--- src/rtl/conv_encoder.sv ---
// Rate-1/2, K=3 convolutional encoder (G = 111, 101) with a single-entry registered output slot.
// Define ENC_TAIL_EN to append two zero tail symbols per frame; otherwise the last bit closes the frame.
module conv_encoder #(
    parameter int CNT_WIDTH = 16
) (
    input  logic                 clk_i,
    input  logic                 rst_ni,
    input  logic                 data_i,
    input  logic                 valid_i,
    input  logic                 last_i,
    output logic                 ready_o,
    output logic [1:0]           sym_o,
    output logic                 sym_valid_o,
    output logic                 sym_last_o,
    input  logic                 sym_ready_i,
    output logic [CNT_WIDTH-1:0] sym_cnt_o,
    output logic                 frame_done_o,
    output logic                 busy_o
);

`ifdef ENC_TAIL_EN
    typedef enum logic [1:0] {IDLE, ENC, TAIL1, TAIL2} state_t;
`else
    typedef enum logic [0:0] {IDLE, ENC} state_t;
`endif

    state_t     state, state_n;
    logic [1:0] enc_s;
    logic       slot_free;
    logic       accept;
    logic       load;
    logic       load_last;
    logic       clr_cnt;
    logic       zero_s;
    logic       enc_bit;

    // enc_s[1] is the oldest bit; the encoding register is {enc_s, b}.
    function automatic logic [1:0] enc_sym(input logic [1:0] s, input logic b);
        return {b ^ s[0] ^ s[1], b ^ s[1]};
    endfunction

    function automatic logic [CNT_WIDTH-1:0] sat_inc(input logic [CNT_WIDTH-1:0] v);
        return (&v) ? v : v + CNT_WIDTH'(1);
    endfunction

    assign slot_free    = !sym_valid_o || sym_ready_i;
    assign ready_o      = slot_free && (state == IDLE || state == ENC);
    assign accept       = valid_i && ready_o;
    assign busy_o       = (state != IDLE);
    assign frame_done_o = rst_ni && sym_valid_o && sym_ready_i && sym_last_o;

    always_comb begin
        state_n   = state;
        load      = 1'b0;
        load_last = 1'b0;
        clr_cnt   = 1'b0;
        zero_s    = 1'b0;
        enc_bit   = data_i;
        case (state)
            IDLE, ENC: begin
                if (accept) begin
                    load    = 1'b1;
                    clr_cnt = (state == IDLE);
                    if (last_i) begin
`ifdef ENC_TAIL_EN
                        state_n = TAIL1;
`else
                        load_last = 1'b1;
                        zero_s    = 1'b1;
                        state_n   = IDLE;
`endif
                    end else begin
                        state_n = ENC;
                    end
                end
            end
`ifdef ENC_TAIL_EN
            TAIL1: begin
                if (slot_free) begin
                    load    = 1'b1;
                    enc_bit = 1'b0;
                    state_n = TAIL2;
                end
            end
            TAIL2: begin
                if (slot_free) begin
                    load      = 1'b1;
                    enc_bit   = 1'b0;
                    load_last = 1'b1;
                    state_n   = IDLE;
                end
            end
`endif
            default: state_n = IDLE;
        endcase
    end

    // Output slot stage: a load may coincide with a drain for full throughput.
    always_ff @(posedge clk_i) begin
        if (!rst_ni) begin
            state       <= IDLE;
            enc_s       <= 2'b00;
            sym_o       <= 2'b00;
            sym_valid_o <= 1'b0;
            sym_last_o  <= 1'b0;
            sym_cnt_o   <= '0;
        end else begin
            state <= state_n;
            if (load) begin
                sym_o       <= enc_sym(enc_s, enc_bit);
                sym_last_o  <= load_last;
                sym_valid_o <= 1'b1;
                enc_s       <= zero_s ? 2'b00 : {enc_s[0], enc_bit};
                sym_cnt_o   <= clr_cnt ? CNT_WIDTH'(1) : sat_inc(sym_cnt_o);
            end else if (sym_ready_i) begin
                sym_valid_o <= 1'b0;
            end
        end
    end

endmodule

--- config.mk ---
export PLATFORM = sky130hd
export DESIGN_NAME = conv_encoder
export DESIGN_NICKNAME = d
export VERILOG_FILES = /design/src/rtl/conv_encoder.sv
export SDC_FILE = /design/constraint.sdc
export NUM_CORES = 1
export LEC_CHECK = 0
export ABC_AREA = 1
export BUFFER_PORTS_ARGS = -buffer_cell sky130_fd_sc_hd__buf_4
export CAP_MARGIN = 15
export CORE_MARGIN = 2
export CORE_UTILIZATION = 39
export DETAILED_ROUTE_END_ITERATION = 16
export HOLD_SLACK_MARGIN = 0.15
export PLACE_DENSITY = 0.71
export SLEW_MARGIN = 20
export SYNTH_ARGS = -nofsm -noshare
export SYNTH_HDL_FRONTEND = slang
export SYNTH_SLANG_ARGS = --single-unit
--- constraint.sdc ---
create_clock -name clk_i -period 4.5 [get_ports clk_i]
set_input_delay 0.45 -clock clk_i [delete_from_list [all_inputs] [get_ports clk_i]]
set_output_delay 0.45 -clock clk_i [all_outputs]
set_load 0.01 [all_outputs]
==> impl_metrics.csv, run 1 <==
group,metric,value,unit
detailed_routing,viasPerCell,4.74,
floorplanning,dieArea,3910,um2
pwr,comb_power_share,13.6,%
clock_network,clk_pin_slew,0.12,ns
detailed_routing,drtIter0Drc,53,
place,pre_cts_ws,2.55,ns
floorplanning,die_h,62.5,um
synthesis,netlist_area,1340,um2
sta,finalWorstSetupSlack,2.54,ns
synthesis,synthCells,199,
critical_path,arrival,2.22,ns
detailed_routing,detail_route.wl_per_cell,10.8,um
sta,period_needed,1.96,ns
detailed_routing,drc_errors,0,
synthesis,synth_ff_type,"dfxtp_1",
place,gp_congestion,0.862,
sta,hold_viol,0,
pwr,clkPwrFrac,26.7,%
place,numPortBuffers,28,
synthesis,yosysMostFrequentCell,"nand2_1",
critical_path,critPathMostFrequentCell,"nor2_2",
pwr,p_int,262,uW
layout,num-nets-final,235,
sta,max_slew.worst_pin.slew,0.801,ns
sta,holdWs,0.411,ns
global_routing,grt_pass1_vias,1254,
sta,period_share,43.6,%
floorplanning,start_util,40.3,%
pwr,ir_worst_vdd,0.000209,V
synthesis,synthTopCellsByArea,"dfxtp_1 34%, nand2_1 16%, nor2_1 6.7%",
global_routing,grt_pass1_wl,5440,um
clock_network,clock-sinks,23,
status,status,"finished clean",
clock_network,cts_tree,"yes",
synthesis,netlist.area_leader.share,34.5,%
sta,finalSetupTns,0,ns
pwr,swShare,26.9,%
clock_network,post_cts_buffers,0,
synthesis,async_reset_ff_share,0,%
pwr,p_seq_share,59.7,%
global_routing,grt.met3_usage,3.24,%
detailed_routing,antenna_left,0,
critical_path,path_cells,"ha_1, nand2_1, nor2_4, nand3_4, nor2_2, nor2_2, nand3_1, a21oi_2",
detailed_routing,totalWireLength,2950,um
critical_path,max_stage_delay,0.60,ns
layout,layout-drive-gt1-share,22.9,%
synthesis,ys_top_cells_by_count,"57 x nand2_1, 24 x nor2_1, 23 x dfxtp_1, 20 x inv_1, 16 x nand3_1",
global_routing,grt-ovfl-total,0,
clock_network,cts_made_buffers,3,
clock_network,cts_resized,0,
synthesis,ys_types,26,
sta,rsz0062_at_grt,"false",
clock_network,hold_buffers,0,
pwr,power,359,uW
layout,n_antenna_cell,0,
sta,drv_slew,0,
critical_path,crit_family,"simple AND/OR/NAND/NOR gates",
synthesis,synth_edf_count,0,
sta,setup_viol,0,
sta,clock-skew-final,0.00286,ns
floorplanning,dieWidth,62.5,um
critical_path,worst_ep_required_time,4.76,ns
global_routing,groute.usage.overall,16.7,%
synthesis,syn_nets,206,
clock_network,cts_buffer_depth,2,
detailed_routing,firstDrtPassIters,4,
critical_path,endpoint_kind,"flip-flop",
detailed_routing,via_count,1295,
clock_network,h-tree-depth,1,
floorplanning,pin_count,29,
global_routing,use_met1,19.5,%
clock_network,cts_root_buf,"clkbuf_4",
synthesis,yosysSeqAreaShare,34.5,%
place,dp_hpwl,2250,um
min_path,hold_class,"in2reg",
sta,fmax,0.510,GHz
synthesis,syn_avg_cell_area,6.71,um2
sta,relSlewSlack,46.6,%
pwr,power.density,225,nW/um2
pwr,leakage,0.000613,uW
job,cap_violations,0,
global_routing,grt_max_degree,22,
global_routing,use_met2,31.6,%
clock_network,clock_latency,0.31,ns
synthesis,ys_warn_count,0,
critical_path,critPathSlowestCell,"nor2_2",
critical_path,cp-start-kind,"flip-flop",
critical_path,path_max_fanout,21,
global_routing,top_usage_layer,"met2",
global_routing,antenna_found_initial,0,
critical_path,crit_buf_inv,0,
floorplanning,rows,21,
floorplanning,core,3310,um2
critical_path,path_class,"reg2reg",
synthesis,synth_top_area_cell,"dfxtp_1",
pwr,p_switching,96.8,uW
layout,areaGrowthSynthToFinish,19.5,%
synthesis,synth-seq-cells,23,
[worst register-to-register path: cells and delay by family (launching register included)]
| kind | cells | cell delay, ns |
|---|---|---|
| AND/OR/NAND/NOR | 6 | 1.14 |
| flip-flops | 1 | 0.37 |
| adder cells (fa/ha/maj) | 1 | 0.24 |
| AO/OA/AOI/OAI | 1 | 0.15 |
[cell type report]
| cell class | instances | area [um2] |
|---|---|---|
| fill | 348 | 1720 |
| multi-input combinational | 148 | 751 |
| sequential | 23 | 460 |
| timing repair buffer | 28 | 210 |
| inverter | 24 | 90.1 |
| tap | 46 | 57.6 |
| clock buffer | 4 | 26.3 |
[flip-flops by register name, indices dropped and copies added, names as in the netlist]
signal	count
sym_cnt_o	16
busy_o	1
sym_valid_o	1
enc_s	2
sym_last_o	1
sym_o	2
[cell families (layout without fill, tap and decap cells)]
logic type / Yosys count / after routing / share of synthesized area (%)
and+or+nand+nor: 111 / 111 / 37.3
AOI/OAI and AO/OA: 32 / 32 / 15.4
buffers and inverters: 28 / 56 / 9.28
DFF: 23 / 23 / 34.5
xor gates and xnor gates: 4 / 4 / 2.62
adders and majority gates: 1 / 1 / 0.937
[placed cells by master (no fill, tap or decap), types with 4 or more instances in the layout]
cell type and n:
inv_1 20, a21oi_1 10, a21oi_2 6, buf_4 28, nor2_2 4, dfxtp_1 23
o21ai_0 10, nand2_1 57, nor2_1 24, nand3_1 16
[per-layer routing]
metal / up-vias / part of all wire, %
met5: - / 0
met4: 0 / 0.58
met3: 2 / 4.1
met2: 28 / 49
met1: 568 / 46
li1: 697 / -
[path summary, 6_finish.rpt]
path | start | end | slack (ns) | cells past startpoint
min | data_i | enc_s[0] | 0.41 | 3
max | sym_cnt_o[0] | sym_cnt_o[8] | 2.54 | 8
min reg2reg | enc_s[1] | enc_s[1] | 0.49 | 2
max reg2reg | sym_cnt_o[0] | sym_cnt_o[8] | 2.54 | 8
[stage by stage]
step / util (%) / instances / cell area (um2)
detailed placement: 47.4 / 269 / 1570
global route: 48.2 / 273 / 1600
global placement: 47.4 / 269 / 1570
finish: 48.2 / 273 / 1600
floorplan: - / 199 / 1340
CTS: 48.2 / 273 / 1600
[power groups by stage]
stage / clock network, uW / logic, uW / registers (uW)
global route: 110 / 56.5 / 215
detailed placement: 0 / 49.1 / 219
floorplan: 0 / 33.1 / 219
CTS: 102 / 49.4 / 215
global placement: 0 / 48.7 / 219
finish: 96.0 / 48.8 / 214
No activity file was read; power rests on OpenSTA's default activity.
==> run 2: changes to the inputs <==
==> constraint.sdc (replaced) <==
create_clock -name clk_i -period 2 [get_ports clk_i]
set_input_delay 0.2 -clock clk_i [delete_from_list [all_inputs] [get_ports clk_i]]
set_output_delay 0.2 -clock clk_i [all_outputs]
set_load 0.01 [all_outputs]
==> run 2 against run 1 <==
- fmax rose by 15%
- global-route usage fell by 0.25 points
- non-clock buffer count is 1 higher
- final area rose by 0.94%
- clock power up 140%
- total power is 130% higher
- clock skew increased by 0.0013 ns
- sequential power rose by 130%
- sequential share of layout area down 0.27 points
- die area did not move
- largest cell class unchanged
- highest routed layer unchanged
==> impl_metrics.csv, run 2 (synthesis gave the netlist of run 1 again) <==
group,metric,value,unit
pwr,p_seq_share,58.6,%
global_routing,groute.usage.overall,16.5,%
clock_network,cts_root_buf,"clkbuf_4",
sta,rsz0062_at_grt,"false",
detailed_routing,detail_route.wl_per_cell,11.0,um
global_routing,grt_pass1_vias,1199,
sta,finalSetupTns,0,ns
clock_network,h-tree-depth,1,
global_routing,grt_pass1_wl,5310,um
min_path,hold_class,"in2reg",
layout,largestRegisters,"sym_cnt_o: 16 flops, enc_s: 2 flops, sym_o: 2 flops",
place,numPortBuffers,28,
layout,n_antenna_cell,0,
critical_path,cp-start-kind,"flip-flop",
pwr,power.density,511,nW/um2
detailed_routing,via_count,1295,
layout,num-nets-final,236,
layout,largest-register,"sym_cnt_o",
floorplanning,die_h,62.5,um
status,status,"finished clean",
global_routing,grt_max_degree,22,
floorplanning,pin_count,29,
pwr,comb_power_share,13.6,%
place,gp_congestion,0.832,
place,placed_cell_area,1570,um2
floorplanning,core,3310,um2
sta,relSlewSlack,68.5,%
detailed_routing,viasPerCell,4.73,
sta,setup_viol,0,
critical_path,path_max_fanout,21,
critical_path,path_class,"reg2reg",
clock_network,clock-sinks,23,
sta,period_share,85.3,%
pwr,swShare,28.0,%
floorplanning,dieWidth,62.5,um
clock_network,cts_tree,"yes",
sta,max_slew.worst_pin.slew,0.471,ns
pwr,leakage,0.000618,uW
detailed_routing,firstDrtPassIters,4,
clock_network,clk_pin_slew,0.13,ns
detailed_routing,drtIter0Drc,39,
floorplanning,start_util,40.3,%
clock_network,cts_made_buffers,3,
global_routing,grt-ovfl-total,0,
place,dp_hpwl,2210,um
detailed_routing,totalWireLength,3000,um
clock_network,clock_latency,0.32,ns
layout,final_common_cell,"nand2_1",
sta,fmax,0.586,GHz
sta,hold_viol,0,
pwr,clkPwrFrac,27.8,%
layout,areaGrowthSynthToFinish,20.6,%
critical_path,endpoint_kind,"flip-flop",
layout,largest_register_ffs,16,
detailed_routing,antenna_left,0,
global_routing,antenna_found_initial,0,
layout,layout-drive-gt1-share,22.8,%
critical_path,arrival,1.96,ns
clock_network,cts_buffer_depth,2,
layout,finalInstanceArea,1610,um2
pwr,ir_worst_vdd,0.000242,V
pwr,p_switching,231,uW
job,cap_violations,0,
layout,layout_common_cells,"57 x nand2_1, 28 x buf_4, 24 x nor2_1, 23 x dfxtp_1, 20 x inv_1",
pwr,p_int,593,uW
sta,clock-skew-final,0.00416,ns
sta,drv_slew,0,
critical_path,worst_ep_required_time,2.26,ns
floorplanning,dieArea,3910,um2
detailed_routing,drc_errors,0,
floorplanning,rows,21,
sta,period_needed,1.71,ns
## run 2: final cells by class
| cell class | count | area (um2) |
|---|---|---|
| Inverter | 24 | 90.1 |
| Timing Repair Buffer | 29 | 220 |
| Clock buffer | 4 | 26.3 |
| Tap cell | 46 | 57.6 |
| Multi-Input combinational cell | 148 | 756 |
| Fill cell | 358 | 1700 |
| Sequential cell | 23 | 460 |
## run 2: power groups by stage
stage	Sequential, uW	Clock [uW]	Combinational, uW
2_1_floorplan	492	0	74.4
3_3_place_gp	492	0	109
3_5_place_dp	493	0	109
4_1_cts	483	233	111
5_1_grt	485	260	126
6_report	483	229	112
## run 2: path summary, 6_finish.rpt
path                              startpoint           end  slack, ns  cells after the start
worst max-delay path            sym_cnt_o[0]  sym_cnt_o[1]       0.29                      8
worst min-delay path                  last_i      enc_s[1]       0.17                      4
worst max register to register  sym_cnt_o[0]  sym_cnt_o[1]       0.29                      8
worst min register to register      enc_s[1]      enc_s[1]       0.49                      2
## run 2: routing by layer
| metal | up-vias | part of all wire [%] | global-route usage, % |
|---|---|---|---|
| met5 | - | 0 | 0 |
| met4 | 0 | 1.8 | 6.67 |
| met3 | 5 | 3.1 | 2.34 |
| met2 | 22 | 47 | 28.1 |
| met1 | 577 | 48 | 20.9 |
| li1 | 691 | - | - |
## run 2: repair_timing
action	CTS	global route
setup endpoints to repair	0	15
hold buffers	1	0
endpoints found under the hold margin	1	0
resized for setup	0	1
buffers inserted	0	0
## run 2: metrics by stage
stage	std cells	worst slack, ns	hold slack (ns)	total power (uW)	utilization (%)
2_1_floorplan	199	0.488	0.336	567	-
3_3_place_gp	269	0.126	0.465	601	47.4
3_5_place_dp	269	0.0853	0.472	601	47.4
4_1_cts	274	0.0530	0.168	826	48.5
5_1_grt	274	0.126	0.174	870	48.6
6_report	274	0.293	0.171	824	48.6
## run 2: worst max-delay path: stages, from the launching register on
cell and delay [ns]:
dfxtp_1 0.37, ha_1 0.24, nand2_1 0.15, nor2_4 0.06, nand3_4 0.10, nor2_2 0.06
nor2_4 0.37, nand3_1 0.13, a21oi_1 0.15
==> run 3: changes to the inputs <==
--- a/config.mk
+++ b/config.mk
@@ -6,13 +6,13 @@
 export NUM_CORES = 1
 export LEC_CHECK = 0
 export ABC_AREA = 1
-export BUFFER_PORTS_ARGS = -buffer_cell sky130_fd_sc_hd__buf_4
 export CAP_MARGIN = 15
 export CORE_MARGIN = 2
 export CORE_UTILIZATION = 39
 export DETAILED_ROUTE_END_ITERATION = 16
+export DONT_BUFFER_PORTS = 1
 export HOLD_SLACK_MARGIN = 0.15
-export PLACE_DENSITY = 0.71
+export PLACE_DENSITY = 0.66
 export SLEW_MARGIN = 20
 export SYNTH_ARGS = -nofsm -noshare
 export SYNTH_HDL_FRONTEND = slang
==> constraint.sdc (replaced) <==
create_clock -name clk_i -period 1.45 [get_ports clk_i]
set_input_delay 0.145 -clock clk_i [delete_from_list [all_inputs] [get_ports clk_i]]
set_output_delay 0.145 -clock clk_i [all_outputs]
set_load 0.01 [all_outputs]
==> run 3 against run 2 <==
- the run now ends with negative hold slack left
- critical path depth increased by 2
- first-iteration DRC count grew 54%
- sequential share of layout area shrank 2.7 points
- hold slack worse by 0.26 ns
- global-route usage is 1.3 points higher
- via count rose by 5.0%
- critical endpoint is now sym_cnt_o[4]
- largest cell class unchanged
==> impl_metrics.csv, run 3 (synthesis gave the netlist of run 1 again) <==
group,metric,value,unit
sta,period_share,98.7,%
clock_network,cts_made_buffers,3,
sta,drv_slew,0,
layout,largest_register_ffs,16,
detailed_routing,drc_errors,0,
critical_path,arrival,1.70,ns
place,pre_cts_ws,-0.0317,ns
clock_network,cts_tree,"yes",
global_routing,antenna_found_initial,0,
critical_path,critPathSlowestCell,"dfxtp_2",
global_routing,grt_max_degree,16,
status,violations,"negative hold slack",
place,gp_congestion,0.810,
detailed_routing,firstDrtPassIters,4,
detailed_routing,viasPerCell,4.82,
detailed_routing,antenna_left,0,
clock_network,cts_buffer_depth,2,
layout,num-nets-final,244,
layout,n_antenna_cell,0,
pwr,ir_worst_vdd,0.000543,V
clock_network,clock_latency,0.32,ns
sta,holdWs,-0.0858,ns
floorplanning,start_util,40.3,%
sta,period_needed,1.43,ns
critical_path,path_max_fanout,8,
sta,setup_viol,0,
floorplanning,rows,21,
sta,rsz0062_at_grt,"true",
detailed_routing,totalWireLength,3360,um
layout,final_common_cell,"nand2_1",
detailed_routing,detail_route.wl_per_cell,11.9,um
clock_network,clk_pin_slew,0.13,ns
place,numPortBuffers,0,
floorplanning,core,3310,um2
layout,layout_common_cells,"44 x nand2_1, 27 x buf_4, 22 x nor2_1, 21 x dfxtp_1, 20 x inv_1",
layout,layout-drive-gt1-share,33.9,%
global_routing,grt_pass1_vias,1239,
critical_path,max_stage_delay,0.38,ns
pwr,leakage,0.000681,uW
clock_network,hold_buffers,6,
floorplanning,dieWidth,62.5,um
status,status,"finished, violations left",
floorplanning,dieArea,3910,um2
global_routing,grt-ovfl-total,0,
sta,fmax,0.699,GHz
pwr,power.density,648,nW/um2
clock_network,h-tree-depth,1,
sta,max_slew.worst_pin.slew,0.456,ns
job,cap_violations,0,
global_routing,groute.usage.overall,17.8,%
critical_path,path_class,"reg2reg",
detailed_routing,drtIter0Drc,60,
layout,largestRegisters,"sym_cnt_o: 16 flops, enc_s: 2 flops, sym_o: 2 flops",
clock_network,clock-sinks,23,
global_routing,grt_pass1_wl,5660,um
critical_path,critPathMostFrequentCell,"nor2_4",
sta,clock-skew-final,0.00514,ns
floorplanning,die_h,62.5,um
floorplanning,pin_count,29,
place,dp_hpwl,2520,um
layout,largest-register,"sym_cnt_o",
sta,relSlewSlack,69.5,%
critical_path,cp-start-kind,"flip-flop",
critical_path,endpoint_kind,"flip-flop",
sta,finalWorstSetupSlack,0.0194,ns
critical_path,worst_ep_required_time,1.72,ns
sta,finalSetupTns,0,ns
critical_path,path_cells,"ha_4, nand2_4, nor2_4, nand3_4, nor2_4, nor2_4, buf_6, nand2_2, nand2_2, a21oi_2",
min_path,hold_class,"in2reg",
clock_network,cts_root_buf,"clkbuf_4",
detailed_routing,via_count,1360,
layout,areaGrowthSynthToFinish,33.8,%
sta,hold_viol,13,
run 3: cell types whose count changed in the layout (fill, tap and decap cells not counted), moves of 3 or more:
cell | previous run | this run
dlygate4sd3_1 | 1 | 5
buf_6 | 0 | 4
a21oi_2 | 6 | 9
a21oi_1 | 10 | 7
nand2_2 | 3 | 14
nand2_1 | 57 | 44
run 3: where the power goes:
| group | switching (uW) | internal (uW) | total, uW |
|---|---|---|---|
| combinational | 108 | 79.6 | 187 |
| clock | 203 | 103 | 306 |
| sequential | 14.4 | 649 | 663 |
run 3: what timing repair did:
item,CTS,global route
pin swaps,4,12
endpoints found under the hold margin,23,13
setup buffers,0,2
resized for setup,4,28
setup endpoints to repair,15,17
gates cloned,0,1
run 3: cell type report:
type	count	area (um2)
flip-flops and latches	23	463
fillers	321	1520
clock inverters	1	5.00
clock buffers	3	22.5
inverters	24	90.1
well taps	46	57.6
repair buffers	36	298
multi-input cells	149	851
run 3: through the flow:
step	instance area [um2]	cells	total power, uW	utilization (%)
final	1790	282	1160	54.0
after global routing	1790	282	1220	54.0
after CTS	1690	280	1140	50.9
after detailed placement	1580	270	819	47.7
after global placement	1580	270	817	47.7
after floorplan	1340	199	782	-
run 3: routing by layer:
metal	up-vias	track usage (%)	routed length (um)	part of all wire, %
met2	28	32.5	1750	52
met3	2	4.32	151	4.5
met5	-	0	0	0
met1	617	21.0	1440	43
li1	713	-	-	-
met4	0	3.33	19	0.56
run 3: path summary, 6_finish.rpt:
kind / start / endpoint / slack (ns) / cells after the start
hold reg to reg: enc_s[1] / enc_s[1] / 0.50 / 2
setup / recovery: sym_cnt_o[0] / sym_cnt_o[4] / 0.02 / 10
setup reg to reg: sym_cnt_o[0] / sym_cnt_o[4] / 0.02 / 10
hold / removal: rst_ni / sym_cnt_o[3] / -0.09 / 2
run 3: worst max-delay path, delay by kind of cell (launching register included):
| kind | cells | cell delay, ns |
|---|---|---|
| AOI/OAI and AO/OA | 1 | 0.09 |
| adders and majority gates | 1 | 0.16 |
| buffers and inverters | 1 | 0.14 |
| DFF | 1 | 0.38 |
| and+or+nand+nor | 7 | 0.61 |
